`src/rtl/div_seq.sv`:
```
// div_seq: sequential radix-2 restoring divider with run-time signed/unsigned
// mode, divide-by-zero and signed-overflow flags. One quotient bit is produced
// per clock; results are registered and only change on the FIX edge or reset.
module div_seq #(
    parameter int WIDTH = 32
) (
    input  logic             clk,
    input  logic             rst,
    input  logic [WIDTH-1:0] a,
    input  logic [WIDTH-1:0] b,
    input  logic             sign,
    input  logic             start,
    output logic [WIDTH-1:0] quot,
    output logic [WIDTH-1:0] rem,
    output logic             ready,
    output logic             dbz,
    output logic             ovf
);

    localparam int CW = $clog2(WIDTH) + 1;
    localparam logic [CW-1:0]    LAST     = CW'(WIDTH - 1);
    localparam logic [WIDTH-1:0] MOST_NEG = {1'b1, {(WIDTH-1){1'b0}}};

    typedef enum logic [1:0] {
        IDLE,
        CALC,
        FIX
    } state_t;

    state_t           state;
    logic [WIDTH-1:0] dvd;
    logic [WIDTH-1:0] dsr;
    logic [WIDTH-1:0] prem;
    logic [CW-1:0]    cnt;
    logic             neg_q;
    logic             neg_r;
    logic             dbz_p;
    logic             ovf_p;

    logic [WIDTH-1:0] a_mag;
    logic [WIDTH-1:0] b_mag;
    logic [WIDTH:0]   partial;
    logic [WIDTH:0]   diff;
    logic             borrow;

    // Operand magnitudes and one restoring step. The partial remainder keeps
    // its top bit in a WIDTH+1-bit word so unsigned divisors near 2^WIDTH
    // never lose the bit shifted out of the remainder register.
    always_comb begin
        a_mag   = (sign && a[WIDTH-1]) ? -a : a;
        b_mag   = (sign && b[WIDTH-1]) ? -b : b;
        partial = {prem, dvd[WIDTH-1]};
        diff    = partial - {1'b0, dsr};
        borrow  = diff[WIDTH];
    end

    // Control FSM and datapath: accept in IDLE, iterate in CALC, apply the
    // recorded sign corrections and publish the results in FIX.
    always_ff @(posedge clk or posedge rst) begin
        if (rst) begin
            state <= IDLE;
            dvd   <= '0;
            dsr   <= '0;
            prem  <= '0;
            cnt   <= '0;
            neg_q <= 1'b0;
            neg_r <= 1'b0;
            dbz_p <= 1'b0;
            ovf_p <= 1'b0;
            quot  <= '0;
            rem   <= '0;
            ready <= 1'b1;
            dbz   <= 1'b0;
            ovf   <= 1'b0;
        end else begin
            case (state)
                IDLE: begin
                    if (start) begin
                        neg_q <= sign & (a[WIDTH-1] ^ b[WIDTH-1]);
                        neg_r <= sign & a[WIDTH-1];
                        dsr   <= b_mag;
                        prem  <= '0;
                        cnt   <= '0;
                        ready <= 1'b0;
                        if (b == '0) begin
                            dvd   <= a;
                            dbz_p <= 1'b1;
                            ovf_p <= 1'b0;
                            state <= FIX;
                        end else begin
                            dvd   <= a_mag;
                            dbz_p <= 1'b0;
                            ovf_p <= sign && (a == MOST_NEG) && (b == '1);
                            state <= CALC;
                        end
                    end
                end
                CALC: begin
                    prem  <= borrow ? partial[WIDTH-1:0] : diff[WIDTH-1:0];
                    dvd   <= {dvd[WIDTH-2:0], ~borrow};
                    cnt   <= cnt + CW'(1);
                    if (cnt == LAST) begin
                        state <= FIX;
                    end
                end
                FIX: begin
                    if (dbz_p) begin
                        quot <= '1;
                        rem  <= dvd;
                    end else begin
                        quot <= neg_q ? -dvd : dvd;
                        rem  <= neg_r ? -prem : prem;
                    end
                    dbz   <= dbz_p;
                    ovf   <= ovf_p;
                    ready <= 1'b1;
                    state <= IDLE;
                end
                default: begin
                    state <= IDLE;
                    ready <= 1'b1;
                end
            endcase
        end
    end

endmodule

```
`config.mk`:
```
export PLATFORM = sky130hd
export DESIGN_NAME = div_seq
export DESIGN_NICKNAME = d
export VERILOG_FILES = /design/src/rtl/div_seq.sv
export SDC_FILE = /design/constraint.sdc
export NUM_CORES = 1
export LEC_CHECK = 0
export ABC_CLOCK_PERIOD_IN_PS = 8300
export CAP_MARGIN = 25
export CORE_AREA = 4 4 104 204
export CTS_BUF_LIST = sky130_fd_sc_hd__clkbuf_4 sky130_fd_sc_hd__clkbuf_8
export CTS_CLUSTER_SIZE = 30
export DETAILED_ROUTE_END_ITERATION = 10
export DIE_AREA = 0 0 108 208
export GPL_TIMING_DRIVEN = 1
export HOLD_SLACK_MARGIN = 0.06
export PLACE_DENSITY = 0.82
export SYNTH_ARGS = -nofsm -noshare
export SYNTH_HDL_FRONTEND = slang
export SYNTH_SLANG_ARGS = --single-unit
```
`constraint.sdc`:
```
create_clock -name clk -period 8.3 [get_ports clk]
set_input_delay 2.49 -clock clk [delete_from_list [all_inputs] [get_ports clk]]
set_output_delay 2.49 -clock clk [all_outputs]
set_load 0.05 [all_outputs]
```
==> flow_summary.json, run 1 <==
{
  "outcome": "finished clean",
  "viasPerCell": 6.061,
  "leakage_nw": 5.608,
  "drc": 0,
  "setup_ws_ns": 2.955,
  "power_mw": 4.589,
  "vdd_ir_drop_max_mv": 0.2527,
  "rows": 73,
  "hp-class": "flip-flop to flip-flop",
  "final.min_clock_period_ns": 5.345,
  "grt_pass1_wl_um": 50930,
  "fin_worst_skew_ns": 0.01484,
  "worstHoldStart": "dsr[30]",
  "track_usage_pct": 28.13,
  "overflow": 0,
  "clock_path_buffers": 2,
  "arrival_ns": 5.71,
  "slew_headroom_pct": 29.35,
  "hold_violations": 0,
  "diodes": 0,
  "synth-edff-count": 0,
  "antenna_found_initial": 0,
  "insertion_delay_ns": 0.49,
  "rsz0062_at_grt": "false",
  "die_y_um": 208,
  "critPathCaptureType": "flip-flop",
  "die_w_um": 108,
  "finalSetupViolations": 0,
  "mostFrequentLayoutCells": "dfrtp_1 (174), nand2_1 (156), o21ai_0 (153)",
  "crit_start": "b[2]",
  "dp_hpwl_um": 23070,
  "drt_iter0_drc": 594,
  "maxCapViolCount": 0,
  "cts_sinks": 175,
  "post_cts_resized": 0,
  "grt_max_degree": 113,
  "area_growth_pct": 17.43,
  "drive_gt1_share_pct": 4.993,
  "synth_top_area_share_pct": 38.12,
  "wl_per_cell_um": 17.71,
  "num_vias": 10570,
  "first_global_vias": 10710,
  "power.density_mw_per_mm2": 342.1,
  "final_cells": 1744,
  "synth_nets": 1489,
  "worstMarginPinSlew_ns": 1.060,
  "cts_tree": "done",
  "clockRootBuffer": "clkbuf_8",
  "final_common_cell": "dfrtp_1",
  "yosysTopAreaCell": "dfrtp_1",
  "h-tree-depth": 4,
  "max_freq_ghz": 0.1871,
  "start_util_pct": 57.64,
  "synth_warnings": 0,
  "place.gp.congestion": 0.9253,
  "worstSetupStartpointType": "input port",
  "coreArea_mm2": 0.01982,
  "synth_seq_cells": 175,
  "die_area_mm2": 0.02246,
  "numPlacedInstances": 1709,
  "place_worst_setup_slack_ns": 2.464,
  "syn_inst": 1382,
  "synth_area_per_cell_um2": 8.266,
  "synthesis.area_mm2": 0.01142,
  "ctsHoldBuffers": 0,
  "num_io_pins": 135,
  "r2r_start": "dvd[31]",
  "crit_type": "input port to flip-flop",
  "slew_viol_final": 0,
  "drt_wl_total_um": 30890,
  "yosys-top-cells-area": "dfrtp_1 (38%), xor2_1 (7.3%), o21ai_0 (6.7%), nand2_1 (5.2%), a21oi_1 (4.9%)",
  "cts_setup_buffers": 0,
  "cts_inserted_buffers": 17,
  "ys.flop_type": "dfrtp_1",
  "final_antenna_net_count": 0,
  "cp.required_ns": 8.66,
  "ys_types": 64,
  "synth-async-reset-ratio_pct": 100.0,
  "fin_crit_sh_pct": 64.40,
  "cp_max_fo": 22,
  "setup_tns_ns": 0,
  "clkTransAtPathRegs_ns": 0.08,
  "fin_nets": 1576,
  "yosysSeqAreaShare_pct": 38.35,
  "firstDrtPassIters": 5,
  "numPortBuffers": 134
}
synthesized netlist by cell type (2+ instances only):
| master | number |
|---|---|
| nand2b_1 | 14 |
| o311ai_0 | 4 |
| nand2_1 | 157 |
| or4_1 | 10 |
| o221ai_1 | 2 |
| o211ai_1 | 7 |
| o21ai_1 | 2 |
| a32o_1 | 2 |
| mux2i_1 | 5 |
| inv_1 | 51 |
| a41oi_1 | 2 |
| ha_1 | 38 |
| nand3b_1 | 3 |
| nor2b_1 | 8 |
| a31o_2 | 2 |
| and3_1 | 16 |
| and2_1 | 2 |
| or2_2 | 5 |
| xor2_1 | 95 |
| a32oi_1 | 2 |
| nand3_1 | 103 |
| buf_1 | 9 |
| o41ai_1 | 17 |
| o31ai_1 | 28 |
| nor4_1 | 8 |
| a21oi_1 | 111 |
| xnor2_1 | 54 |
| or4_4 | 2 |
| a21o_1 | 7 |
| a31oi_1 | 8 |
| buf_2 | 3 |
| or3_1 | 15 |
| buf_6 | 2 |
| or2_4 | 2 |
| a21boi_0 | 4 |
| o21ai_0 | 153 |
| nand4_1 | 16 |
| clkbuf_1 | 65 |
| a22oi_1 | 27 |
| nor3_1 | 19 |
| dfrtp_1 | 174 |
| nor2_1 | 101 |
| o21bai_1 | 2 |
| nor4_2 | 2 |
| a211oi_1 | 4 |
final cells by class:
cell class / count / area (µm²)
clock buffers: 23 / 297.8
clock inverters: 9 / 156.4
fillers: 1703 / 6406
inverters: 51 / 196.4
multi-input cells: 1077 / 6569
flip-flops and latches: 175 / 4380
well taps: 262 / 327.8
repair buffers: 147 / 1486
per-stage QoR:
stage	utilization (%)	cell area [µm²]	hold slack (ns)
floorplan	-	11420	0.4386
global placement	65.03	12890	0.4605
detailed placement	65.03	12890	0.4697
CTS	67.33	13340	0.4888
global route	67.68	13410	0.5033
finish	67.68	13410	0.4824
state kept, by name (all words and copies together), names as in the netlist, 2 cells and up:
name,cells
rem,32
dsr,32
state,2
cnt,6
quot,32
dvd,32
prem,32
worst max-delay path: stages:
cell and delay [ns]:
clkdlybuf4s50_1 0.58, nor4_2 0.47, nand4_1 0.35, or3b_1 0.49, nor2_2 0.18, nand3b_1 0.26
nor2b_1 0.23, buf_4 0.21, nand2_1 0.09, a21oi_1 0.05, a221o_1 0.29
cell families (layout without fill, tap and decap cells):
family / count (synthesis) / in the layout / synth area share, %
xor+xnor: 150 / 150 / 11.57
buf+inv: 130 / 230 / 4.436
flops: 175 / 175 / 38.35
compound gates: 392 / 392 / 20.42
fa+ha+maj: 39 / 39 / 4.337
simple gates: 491 / 491 / 20.46
mux: 5 / 5 / 0.4381
routing by layer:
layer | track usage, % | wire length, µm | up-vias
li1 | - | - | 5072
met1 | 28.95 | 10760 | 5040
met2 | 53.63 | 17390 | 366
met3 | 3.912 | 1402 | 92
met4 | 13.99 | 1336 | 0
met5 | 0 | 0 | -
report_power, final:
| group | internal [mW] | switching, mW |
|---|---|---|
| sequential | 1.09 | 0.375 |
| clock | 0.362 | 0.309 |
| combinational | 1.05 | 1.40 |
final timing paths:
check                            to  slack, ns  cells after the start
setup / recovery             dvd[1]       2.95                     11
hold / removal              dsr[30]       0.48                      2
setup reg to reg           prem[28]       4.21                     14
hold reg to reg             dsr[30]       0.48                      2
max in group asynchronous   dvd[27]       4.46                      4
min in group asynchronous    rem[0]       2.25                      2
Note: power is estimated with default switching activity, not from simulation.
==> run 2, diff against run 1 <==
- ABC_CLOCK_PERIOD_IN_PS: 8300 -> 5500
- clock period: 8.3 -> 5.5 ns (I/O delays scaled with it)
==> flow_summary.json, run 2 (synthesis results as in run 1) <==
{
  "cp_max_fo": 22,
  "arrival_ns": 4.76,
  "busiest_layer": "met2",
  "numPortBuffers": 134,
  "cts_tree": "done",
  "cp.required_ns": 5.82,
  "r2r_start": "dvd[31]",
  "dp_hpwl_um": 22970,
  "final_antenna_net_count": 0,
  "firstDrtPassIters": 5,
  "viasPerCell": 6.054,
  "setup_ws_ns": 1.063,
  "cpPeakStageDelay_ns": 0.64,
  "finalSetupViolations": 0,
  "die_y_um": 208,
  "ctsHoldBuffers": 0,
  "die_w_um": 108,
  "drt_iter0_drc": 661,
  "area_growth_pct": 17.37,
  "drt_wl_total_um": 30920,
  "grt_max_degree": 176,
  "grtUsageMet3_pct": 3.726,
  "crit_chain": "clkdlybuf4s50_1, or4_1, nor4_2, or3b_1, nor2_2, nand3b_1, nor2b_1, buf_4, o21ai_0, xor2_1, o21ai_0",
  "max_freq_ghz": 0.2254,
  "setup_tns_ns": 0,
  "clockRootBuffer": "clkbuf_8",
  "final.min_clock_period_ns": 4.437,
  "slew_viol_final": 0,
  "power.density_mw_per_mm2": 516.2,
  "final_common_cell": "dfrtp_1",
  "rsz0062_at_grt": "false",
  "crit_type": "input port to flip-flop",
  "wl_per_cell_um": 17.69,
  "critPathCaptureType": "flip-flop",
  "critPathSlowestCell": "or4_1",
  "post_cts_resized": 0,
  "mostFrequentLayoutCells": "dfrtp_1 (174), nand2_1 (156), o21ai_0 (153)",
  "outcome": "finished clean",
  "fin_nets": 1581,
  "grt_pass1_wl_um": 50200,
  "reg2reg_to": "prem[0]",
  "cts_setup_buffers": 0,
  "overflow": 0,
  "worstSetupStartpointType": "input port",
  "hold_violations": 0,
  "vdd_ir_drop_max_mv": 0.3314,
  "num_vias": 10580,
  "cts_sinks": 175,
  "leakage_nw": 5.614,
  "place_worst_setup_slack_ns": 0.5866,
  "cts_inserted_buffers": 17,
  "place.gp.congestion": 0.9522,
  "fin_worst_skew_ns": 0.01350,
  "maxCapViolCount": 0,
  "hp-class": "flip-flop to flip-flop",
  "setup.worst_path.end": "dvd[29]",
  "start_util_pct": 57.64,
  "grt_use_met1_pct": 29.51,
  "use_met2_pct": 51.93,
  "die_area_mm2": 0.02246,
  "r2r_slack_ns": 1.51,
  "crit_top_cell": "o21ai_0",
  "first_global_vias": 10390,
  "track_usage_pct": 27.81,
  "drive_gt1_share_pct": 5.249,
  "fillerInstances": 1658,
  "diodes": 0,
  "num_io_pins": 135,
  "insertion_delay_ns": 0.50,
  "slew_headroom_pct": 31.48,
  "antenna_found_initial": 0,
  "worstMarginPinSlew_ns": 1.018,
  "fin_crit_sh_pct": 80.67,
  "hold_slack_ns": 0.4845,
  "rows": 73,
  "clock_path_buffers": 2,
  "clkTransAtPathRegs_ns": 0.09,
  "crit_start": "b[13]",
  "drc": 0,
  "h-tree-depth": 4,
  "coreArea_mm2": 0.01982,
  "reg2reg_depth": 14
}
[run 2: changes by cell type in the layout (fill, tap and decap cells not counted), sizes merged]
| cell | previous run | this run |
|---|---|---|
| clkinv | 2 | 6 |
| bufinv | 4 | 3 |
| buf | 13 | 18 |
| inv | 51 | 52 |
| clkbuf | 23 | 18 |
[run 2: worst min path at each step]
stage / slack, ns / cells after the start / to / startpoint
final: 0.48 / 2 / dsr[15] / dsr[15]
after global routing: 0.51 / 2 / dsr[9] / dsr[9]
after CTS: 0.49 / 2 / dsr[18] / dsr[18]
after detailed placement: 0.47 / 2 / rem[16] / rem[16]
after global placement: 0.46 / 2 / dsr[5] / dsr[5]
after floorplan: 0.44 / 2 / ovf / ovf_p
[run 2: power breakdown]
part           leakage [nW]  internal [mW]  switching, mW
clock network         0.205          0.460          0.487
logic                  3.18           1.60           2.16
registers              2.23           1.65          0.561
[run 2: metal layers]
| metal | part of all wire, % | vias to the layer above |
|---|---|---|
| met5 | 0 | - |
| met2 | 55 | 384 |
| met4 | 4.8 | 0 |
| li1 | - | 5083 |
| met1 | 35 | 5015 |
| met3 | 5.0 | 101 |
[run 2: critical path, delay by kind of cell]
kind / cells / cell delay [ns]
and+or+nand+nor: 6 / 1.96
xor gates and xnor gates: 1 / 0.19
AOI/OAI and AO/OA: 2 / 0.24
buffers and inverters: 2 / 0.71
[run 2: layout make-up]
type,instances,area (µm²),share of cell area [%]
Sequential cell,175,4380,32.67
Clock inverter,13,163.9,1.222
Multi-Input combinational cell,1077,6564,48.95
Clock buffer,18,247.7,1.848
Tap cell,262,327.8,2.445
Timing Repair Buffer,152,1529,11.40
Inverter,51,195.2,1.456
[run 2: metrics by stage]
step | power (mW) | instances | area, µm² | utilization (%)
2_1_floorplan | 4.949 | 1382 | 11430 | -
3_3_place_gp | 5.780 | 1715 | 12950 | 65.36
3_5_place_dp | 5.916 | 1716 | 12980 | 65.49
4_1_cts | 6.880 | 1747 | 13390 | 67.57
5_1_grt | 7.476 | 1748 | 13410 | 67.65
6_report | 6.921 | 1748 | 13410 | 67.65
==> run 3, diff against run 2 <==
- ABC_CLOCK_PERIOD_IN_PS: 5500 -> 3900
- CORE_AREA: 4 4 104 204 -> 4 4 109 215
- DIE_AREA: 0 0 108 208 -> 0 0 113 219
- PLACE_DENSITY: 0.82 -> 0.78
- clock period: 5.5 -> 3.9 ns (I/O delays scaled with it)
==> flow_summary.json, run 3 (synthesis results as in run 1) <==
{
  "die_area_mm2": 0.02475,
  "grt_pass1_wl_um": 52190,
  "mostFrequentLayoutCells": "dfrtp_1 (174), nand2_1 (156), o21ai_0 (153)",
  "critPathCaptureType": "flip-flop",
  "h-tree-depth": 4,
  "critPathSlowestCell": "or4_1",
  "cts_inserted_buffers": 17,
  "slew_viol_final": 0,
  "cts_tree": "done",
  "rsz0062_at_grt": "false",
  "power.share.switching_pct": 46.87,
  "track_usage_pct": 25.96,
  "hold_slack_ns": 0.4853,
  "antenna_found_initial": 0,
  "final_antenna_net_count": 0,
  "fin_worst_skew_ns": 0.01592,
  "cpPeakStageDelay_ns": 0.49,
  "critical_path_buf_inv_count": 2,
  "drc": 0,
  "drt_iter0_drc": 804,
  "drive_gt1_share_pct": 8.274,
  "coreArea_mm2": 0.02187,
  "num_vias": 10950,
  "firstDrtPassIters": 7,
  "p_clk_share_pct": 13.0,
  "first_global_vias": 10670,
  "grt_max_degree": 110,
  "leakage_nw": 5.839,
  "slew_headroom_pct": 33.22,
  "rows": 77,
  "final_common_cell": "dfrtp_1",
  "hp-class": "flip-flop to flip-flop",
  "diodes": 0,
  "cts_setup_buffers": 0,
  "p_switching_mw": 4.661,
  "final.min_clock_period_ns": 3.760,
  "power.density_mw_per_mm2": 721.7,
  "start_util_pct": 52.23,
  "hold_violations": 0,
  "vdd_ir_drop_max_mv": 1.060,
  "wl_per_cell_um": 18.04,
  "clockRootBuffer": "clkbuf_8",
  "fin_crit_sh_pct": 96.42,
  "die_w_um": 113,
  "worstMarginPinSlew_ns": 1.002,
  "drt_wl_total_um": 32670,
  "crit_top_cell": "a31oi_1",
  "cp_max_fo": 9,
  "place.gp.congestion": 0.9284,
  "arrival_ns": 4.16,
  "insertion_delay_ns": 0.47,
  "numPortBuffers": 134,
  "cts_sinks": 175,
  "outcome": "finished clean",
  "power.internal_mw": 5.283,
  "die_y_um": 219,
  "power_frac_comb_pct": 55.0,
  "clock_path_buffers": 2,
  "maxCapViolCount": 0,
  "num_io_pins": 135,
  "path_delay_family": "compound AO/OA/AOI/OAI gates",
  "worstSetupStartpointType": "flip-flop",
  "seqPwrFrac_pct": 32.0,
  "post_cts_resized": 0,
  "overflow": 0,
  "crit_chain": "inv_1, ha_1, fa_1, nand2b_1, a21o_1, a31oi_1, a41oi_1, a31oi_1, a21oi_1, xor2_2, buf_4, or4_1, nand3_1",
  "finalSetupViolations": 0,
  "viasPerCell": 6.046,
  "max_freq_ghz": 0.2659,
  "area_growth_pct": 20.61,
  "cp.required_ns": 4.30,
  "fillerInstances": 1910,
  "fin_nets": 1630,
  "dp_hpwl_um": 24410,
  "place_area_mm2": 0.01339,
  "final_area_mm2": 0.01378,
  "ctsHoldBuffers": 0,
  "clkTransAtPathRegs_ns": 0.10,
  "crit_type": "flip-flop to flip-flop"
}
==> run 3: cell types whose count changed in the layout (fill, tap and decap cells not counted) <==
cell and delta:
clkinv_2 -1, clkinv_4 -1, inv_6 +3, buf_4 +48, clkbuf_8 -1, inv_8 +1, bufinv_16 -1, buf_12 +2
buf_16 -1
==> run 3: power by group through the flow <==
stage | logic, mW | clock network, mW | registers (mW)
detailed placement | 5.40 | 0 | 3.19
global placement | 5.22 | 0 | 3.16
floorplan | 4.14 | 0 | 2.84
global route | 6.08 | 1.39 | 3.24
CTS | 5.44 | 1.31 | 3.15
finish | 5.47 | 1.29 | 3.18
==> run 3: worst reg2reg max path: stages, from the launching register on <==
cell and delay, ns:
dfrtp_1 0.42, inv_1 0.15, ha_1 0.25, fa_1 0.39
nand2b_1 0.20, a21o_1 0.19, a31oi_1 0.23, a41oi_1 0.20
a31oi_1 0.37, a21oi_1 0.27, xor2_2 0.24, buf_4 0.22
or4_1 0.49, nand3_1 0.08
==> run 3: stage by stage <==
step | setup slack (ns) | TNS (ns) | cells | power, mW | utilization (%)
after detailed placement | -0.1860 | -4.490 | 1780 | 8.582 | 61.21
after global routing | 0.01296 | 0 | 1811 | 10.72 | 63.00
after floorplan | 0.4186 | 0 | 1382 | 6.979 | -
after global placement | -0.1058 | -1.926 | 1779 | 8.382 | 61.14
final | 0.1396 | 0 | 1811 | 9.944 | 63.00
after CTS | 0.2194 | 0 | 1811 | 9.899 | 63.00
==> run 3: area by class of cell <==
type / instances / area [µm²] / share of cell area, %
clock inverters: 14 / 157.7 / 1.144
inverters: 51 / 195.2 / 1.417
flip-flops and latches: 175 / 4380 / 31.79
repair buffers: 201 / 1902 / 13.80
well taps: 276 / 345.3 / 2.506
multi-input cells: 1077 / 6564 / 47.64
clock buffers: 17 / 234.0 / 1.698
==> run 3: path summary, 6_finish.rpt <==
path / start / endpoint / slack (ns) / depth (start not counted)
worst max-delay path: dvd[31] / prem[8] / 0.14 / 13
worst min-delay path: dsr[26] / dsr[26] / 0.49 / 2
worst max register to register: dvd[31] / prem[8] / 0.14 / 13
worst min register to register: dsr[26] / dsr[26] / 0.49 / 2
max in group asynchronous: rst / quot[25] / 1.99 / 3
min in group asynchronous: rst / quot[6] / 1.19 / 3
==> run 3: routing by layer <==
| metal | part of all wire (%) | GRT usage, % |
|---|---|---|
| met5 | 0 | 0 |
| met4 | 4.4 | 12.47 |
| met3 | 5.7 | 3.836 |
| met2 | 52 | 45.43 |
| met1 | 38 | 30.94 |
